==> config.mk <==
export PLATFORM = sky130hd
export DESIGN_NAME = quick_spi_cmd_sequencer
export DESIGN_NICKNAME = d
export VERILOG_FILES = /design/src/rtl/quick_spi_cmd_sequencer.sv
export SDC_FILE = /design/constraint.sdc
export NUM_CORES = 1
export LEC_CHECK = 0
export BUFFER_PORTS_ARGS = -buffer_cell sky130_fd_sc_hd__buf_4
export CORE_AREA = 4 4 96 98
export CTS_CLUSTER_SIZE = 30
export DETAILED_ROUTE_END_ITERATION = 8
export DIE_AREA = 0 0 100 102
export PLACE_DENSITY = 0.81
export SETUP_SLACK_MARGIN = 0.05
export SLEW_MARGIN = 15
export SYNTH_ARGS = -nofsm -noshare
export SYNTH_HDL_FRONTEND = slang
export SYNTH_SLANG_ARGS = --single-unit
==> constraint.sdc <==
create_clock -name clk -period 6.2 [get_ports clk]
set_input_delay 1.24 -clock clk [delete_from_list [all_inputs] [get_ports clk]]
set_output_delay 1.24 -clock clk [all_outputs]
set_load 0.01 [all_outputs]
==> src/rtl/quick_spi_cmd_sequencer.sv <==
// Command front-end for quick_spi_hard: buffers SPI commands in a small FIFO,
// issues them one at a time to the master, waits for end-of-transaction with a
// timeout, and returns read data on a valid/ready response port.
module quick_spi_cmd_sequencer #(
    parameter int unsigned FIFO_DEPTH     = 4,
    parameter int unsigned OUT_WIDTH      = 16,
    parameter int unsigned IN_WIDTH       = 8,
    parameter int unsigned SLAVES_WIDTH   = 2,
    parameter int unsigned TIMEOUT_CYCLES = 4096
) (
    input  logic                    clk,
    input  logic                    reset,
    input  logic                    cmd_valid,
    output logic                    cmd_ready,
    input  logic [SLAVES_WIDTH-1:0] cmd_slave,
    input  logic                    cmd_read,
    input  logic [OUT_WIDTH-1:0]    cmd_data,
    output logic                    rsp_valid,
    input  logic                    rsp_ready,
    output logic [IN_WIDTH-1:0]     rsp_data,
    output logic                    busy,
    output logic                    timeout_err,
    output logic                    spi_enable,
    output logic                    spi_start_transaction,
    output logic                    spi_operation,
    output logic [SLAVES_WIDTH-1:0] spi_slave,
    output logic [OUT_WIDTH-1:0]    spi_outgoing_data,
    input  logic                    spi_end_of_transaction,
    input  logic [IN_WIDTH-1:0]     spi_incoming_data
);

    localparam int unsigned PTR_W = $clog2(FIFO_DEPTH);
    localparam int unsigned CNT_W = PTR_W + 1;
    localparam int unsigned TO_W  = $clog2(TIMEOUT_CYCLES);

    typedef enum logic [1:0] {IDLE, START, WAIT, RESP} state_t;

    state_t state, state_next;

    logic [SLAVES_WIDTH-1:0] fifo_slave [FIFO_DEPTH];
    logic                    fifo_read  [FIFO_DEPTH];
    logic [OUT_WIDTH-1:0]    fifo_data  [FIFO_DEPTH];
    logic [PTR_W-1:0]        wr_ptr, rd_ptr;
    logic [CNT_W-1:0]        count;
    logic [TO_W-1:0]         wait_cnt;

    logic push, pop, eot_hit, to_hit;

    // Handshake decodes, FSM next state and combinational outputs
    always_comb begin
        state_next            = state;
        cmd_ready             = (count != CNT_W'(FIFO_DEPTH));
        push                  = cmd_valid && cmd_ready;
        pop                   = (state == IDLE) && (count != '0);
        eot_hit               = (state == WAIT) && spi_end_of_transaction;
        to_hit                = (state == WAIT) && !spi_end_of_transaction &&
                                (wait_cnt == TO_W'(TIMEOUT_CYCLES - 1));
        spi_start_transaction = (state == START);
        busy                  = (count != '0) || (state != IDLE);
        case (state)
            IDLE:    if (pop) state_next = START;
            START:   state_next = WAIT;
            WAIT: begin
                if (eot_hit)     state_next = spi_operation ? RESP : IDLE;
                else if (to_hit) state_next = IDLE;
            end
            RESP:    if (rsp_ready) state_next = IDLE;
            default: state_next = IDLE;
        endcase
    end

    // FSM state register
    always_ff @(posedge clk) begin
        if (reset) state <= IDLE;
        else       state <= state_next;
    end

    // FIFO storage; contents are don't-care until written, so no reset
    always_ff @(posedge clk) begin
        if (push) begin
            fifo_slave[wr_ptr] <= cmd_slave;
            fifo_read[wr_ptr]  <= cmd_read;
            fifo_data[wr_ptr]  <= cmd_data;
        end
    end

    // FIFO pointers and occupancy; pointers wrap naturally at the power-of-2 depth
    always_ff @(posedge clk) begin
        if (reset) begin
            wr_ptr <= '0;
            rd_ptr <= '0;
            count  <= '0;
        end else begin
            if (push) wr_ptr <= wr_ptr + 1'b1;
            if (pop)  rd_ptr <= rd_ptr + 1'b1;
            case ({push, pop})
                2'b10:   count <= count + 1'b1;
                2'b01:   count <= count - 1'b1;
                default: count <= count;
            endcase
        end
    end

    // Master-facing command registers, loaded only when the FIFO head is popped
    always_ff @(posedge clk) begin
        if (reset) begin
            spi_slave         <= '0;
            spi_operation     <= 1'b0;
            spi_outgoing_data <= '0;
        end else if (pop) begin
            spi_slave         <= fifo_slave[rd_ptr];
            spi_operation     <= fifo_read[rd_ptr];
            spi_outgoing_data <= fifo_data[rd_ptr];
        end
    end

    // WAIT-cycle counter, cleared outside WAIT and on eot or timeout
    always_ff @(posedge clk) begin
        if (reset)                           wait_cnt <= '0;
        else if (state == WAIT && !eot_hit && !to_hit) wait_cnt <= wait_cnt + 1'b1;
        else                                 wait_cnt <= '0;
    end

    // Read response capture and handshake, sticky timeout flag, master enable
    always_ff @(posedge clk) begin
        if (reset) begin
            rsp_valid   <= 1'b0;
            rsp_data    <= '0;
            timeout_err <= 1'b0;
            spi_enable  <= 1'b0;
        end else begin
            spi_enable <= 1'b1;
            if (eot_hit && spi_operation) begin
                rsp_valid <= 1'b1;
                rsp_data  <= spi_incoming_data;
            end else if (state == RESP && rsp_ready) begin
                rsp_valid <= 1'b0;
            end
            if (to_hit) timeout_err <= 1'b1;
        end
    end

endmodule

==> metrics list <==
* Grt met2 use: 0.3515
- The number of clock buffers added by TritonCTS is 17.
- CTS tree: yes
- Across the whole layout, storage elements account for 3303 um2.
- Leak: 2.141 nW
- At the worst endpoint, the required time is 4960 ps.
* Met3 Track Usage GR: 0.06826
* Number of resized instances in the post-cts repair step: 0
- Clock tree synthesis found a total of 127 sinks.
- In this run the count of I/O pins placed on the die edge is 65.
- Area occupied by multi-input gates: 1501 um2
* Antenna violations before repair: 0
- Die boundary width: 100 um
- Setup violations remaining at the end of the flow were counted as 0.
- Leading post-synthesis cells by cell area: edfxtp_1 (46%), dfxtp_1 (21%), mux4_2 (8.7%), a21oi_1 (3.7%), nand3_1 (2.8%)
- Number of diodes: 0
- Die height: 102 um
- Area of the core: 8466 um2
* H-tree levels: 4
* Grt total ovfl: 0
* Area growth syn-to-layout: 22.81%
- The first global-routing pass estimated 16.02 mm of wire.
- Half-perimeter wire length after detailed placement: 5.671 mm
- GP Congestion: 0.7610
- VDD IR max: 0.0002827 V
- Average cell area after synthesis: 13.78 um2
* Share of the cycle needed by the critical path after routing: 0.4698
- At the later pin of the worst-skew pair, clock insertion delay measures 520 ps.
- Input and output buffers added on the ports amount to 64.
* Worst rel slew slack: 0.3118
- Kind of start point of the critical path: flop
- Outcome: finished clean
- Depth of the worst register-to-register path: 8
- Among all flip-flop cells after synthesis, the most frequent one is edfxtp_1.
- In this run, placement finished with an instance count of 508.
* Detail-routed via count per cell: 5.904
* Cell Count, Final, Fillers Out: 540
* Nets: 458
* Effective utilization at floorplan: 0.5826
- For this run, the total global-route usage over all layers was measured as 0.2109.
* Tot Pwr: 2.698 mW
* Number of synthesized flops with an enable pin: 76
- For this run, the top clock speed supported by timing is 343.3 MHz.
- Post-Syn Nets: 397
* Clock Path Buffers: 2
- Largest net degree at the start of global routing: 50
- For this design the ratio of total power to cell area is 445.5 nW/um2.
- Synthesis instantiated 39 different standard cells from the library.
- Library cell occupying the most area in the post-synthesis netlist: edfxtp_1
* Via total after detailed routing: 3188
* Type of element capturing the critical path: output pin
* Hold bufs inserted after CTS: 0
- The pre-antenna-repair detailed-routing pass consisted of 4 iterations.
* Fraction of synthesis flops using an asynchronous set or reset pin: 0
* Proportion of layout cells with a drive suffix above 1: 0.2917
- Share of the yosys chip area belonging to registers: 0.6697
- Sum of negative setup slack: 0 ps
* Setup Skew: 9.252 ps
- The die covers 10200 um2.
- The count of nets left with antenna violations once routing finished came out at 0.
* Number of placement rows: 34
- Yosys top cell area share: 0.4627
- Flip-flop and latch count after synthesis: 127
- Count of final max-slew check failures: 0
- Yosys warns: 0
* Largest fanout on the critical path: 10
* Number of DRC violations after detailed routing: 0
- Post-CTS clock slew at the launch and capture registers of the worst setup and hold paths: 60 ps
- The path class of the tightest hold or removal check is reg -> reg.
* Cell Area, Synth: 4932 um2
* Initial drt markers: 177
- Setup repair after global routing left no endpoint under its margin.
- At the pin with the least slew margin, the transition time is 1031 ps.
* WL per Instance: 18.63 um
- Worst hold path cell count: 2
- GRT met1 Usage: 0.2575
* Instance count of the mapped netlist: 358
- Vias in the first global route: 3179
* Final hold vios: 0
- CTS Root Buffer Type: clkbuf_8
- The clock period could shrink to 2913 ps.
* Max_cap viols: 0
- Critical Path AT: 1670 ps
- Final standard cell utilization of the core: 0.7155
* Post-CTS Setup Inserts: 0
- Busiest metal layer after global routing: met2
* Routed Wire Length: 10.06 mm
- The worst setup path is of the reg -> out kind.
- Fill cell instance count of the final layout: 540
layout by cell type (no fill, tap or decap), drive strengths merged, types with 5 or more instances in the layout:
| master | instances |
|---|---|
| a21oi | 36 |
| nand2 | 22 |
| nor2 | 6 |
| a211oi | 7 |
| edfxtp | 76 |
| o21ai | 25 |
| o31ai | 5 |
| or3 | 5 |
| nand3 | 28 |
| ha | 6 |
| inv | 21 |
| or4 | 5 |
| dfxtp | 51 |
| nor3 | 6 |
| buf | 67 |
| mux4 | 19 |
| clkbuf | 17 |
stage by stage:
step,instance area (um2),hold WS (ps),setup slack [ps]
floorplan,4932,461.3,3521
global route,6057,481.9,3240
detailed placement,5469,458.4,3444
finish,6057,462.8,3287
CTS,6046,467.0,3281
global placement,5469,445.2,3524
synth_stat cells, types with 5 or more instances:
master	number
a211oi_1	6
a21oi_1	36
clkbuf_1	18
dfxtp_1	51
edfxtp_1	76
ha_1	6
inv_1	10
mux4_2	19
nand2_1	22
nand3_1	28
nor2_1	6
nor3_1	6
o21ai_0	25
o31ai_1	5
cell families (layout without fill, tap and decap cells):
family,count (synthesis),after routing,synth area share
adders and majority gates,7,7,0.01928
muxes,19,19,0.08676
xor gates and xnor gates,5,5,0.008878
buffers and inverters,35,109,0.02917
DFF,127,127,0.6697
and+or+nand+nor,87,87,0.09538
AOI/OAI and AO/OA,78,78,0.09082
metal layers:
metal	up-vias	wire [um]
met2	111	5246
met5	-	0
met4	0	105
met1	1580	4018
met3	10	690
li1	1487	-
flip-flops by register name, indices dropped and copies added, names as in the netlist, 3 cells and up:
| register | cells |
|---|---|
| spi_outgoing_data | 16 |
| fifo_read | 4 |
| rsp_data | 8 |
| fifo_slave | 8 |
| wait_cnt | 12 |
| count | 3 |
| fifo_data | 64 |
worst max-delay path, stage by stage, from the launching register on:
cell     delay (ps)
dfxtp_1         380
or3b_2          580
buf_4           190
report_power, final:
part	switching, mW	internal [mW]
Clock	0.409	0.553
Sequential	0.0694	1.01
Combinational	0.376	0.283
cell type report:
| type | instances | area share |
|---|---|---|
| inverters | 10 | 0.006197 |
| clock inverters | 15 | 0.02685 |
| multi-input cells | 196 | 0.2479 |
| clock buffers | 17 | 0.06837 |
| repair buffers | 67 | 0.08304 |
| flip-flops and latches | 127 | 0.5453 |
| well taps | 108 | 0.02231 |
worst paths after layout:
| check | startpoint | end | slack, ps |
|---|---|---|---|
| worst max-delay path | count[2]$_SDFFE_PP0P_ | cmd_ready | 3290 |
| worst min-delay path | rsp_data[7]$_SDFFE_PP0N_ | rsp_data[7]$_SDFFE_PP0N_ | 460 |
| worst max register to register | state[1]$_SDFFE_PP0P_ | count[2]$_SDFFE_PP0P_ | 3790 |
| worst min register to register | rsp_data[7]$_SDFFE_PP0N_ | rsp_data[7]$_SDFFE_PP0N_ | 460 |
(Power assumes the default switching activity.)
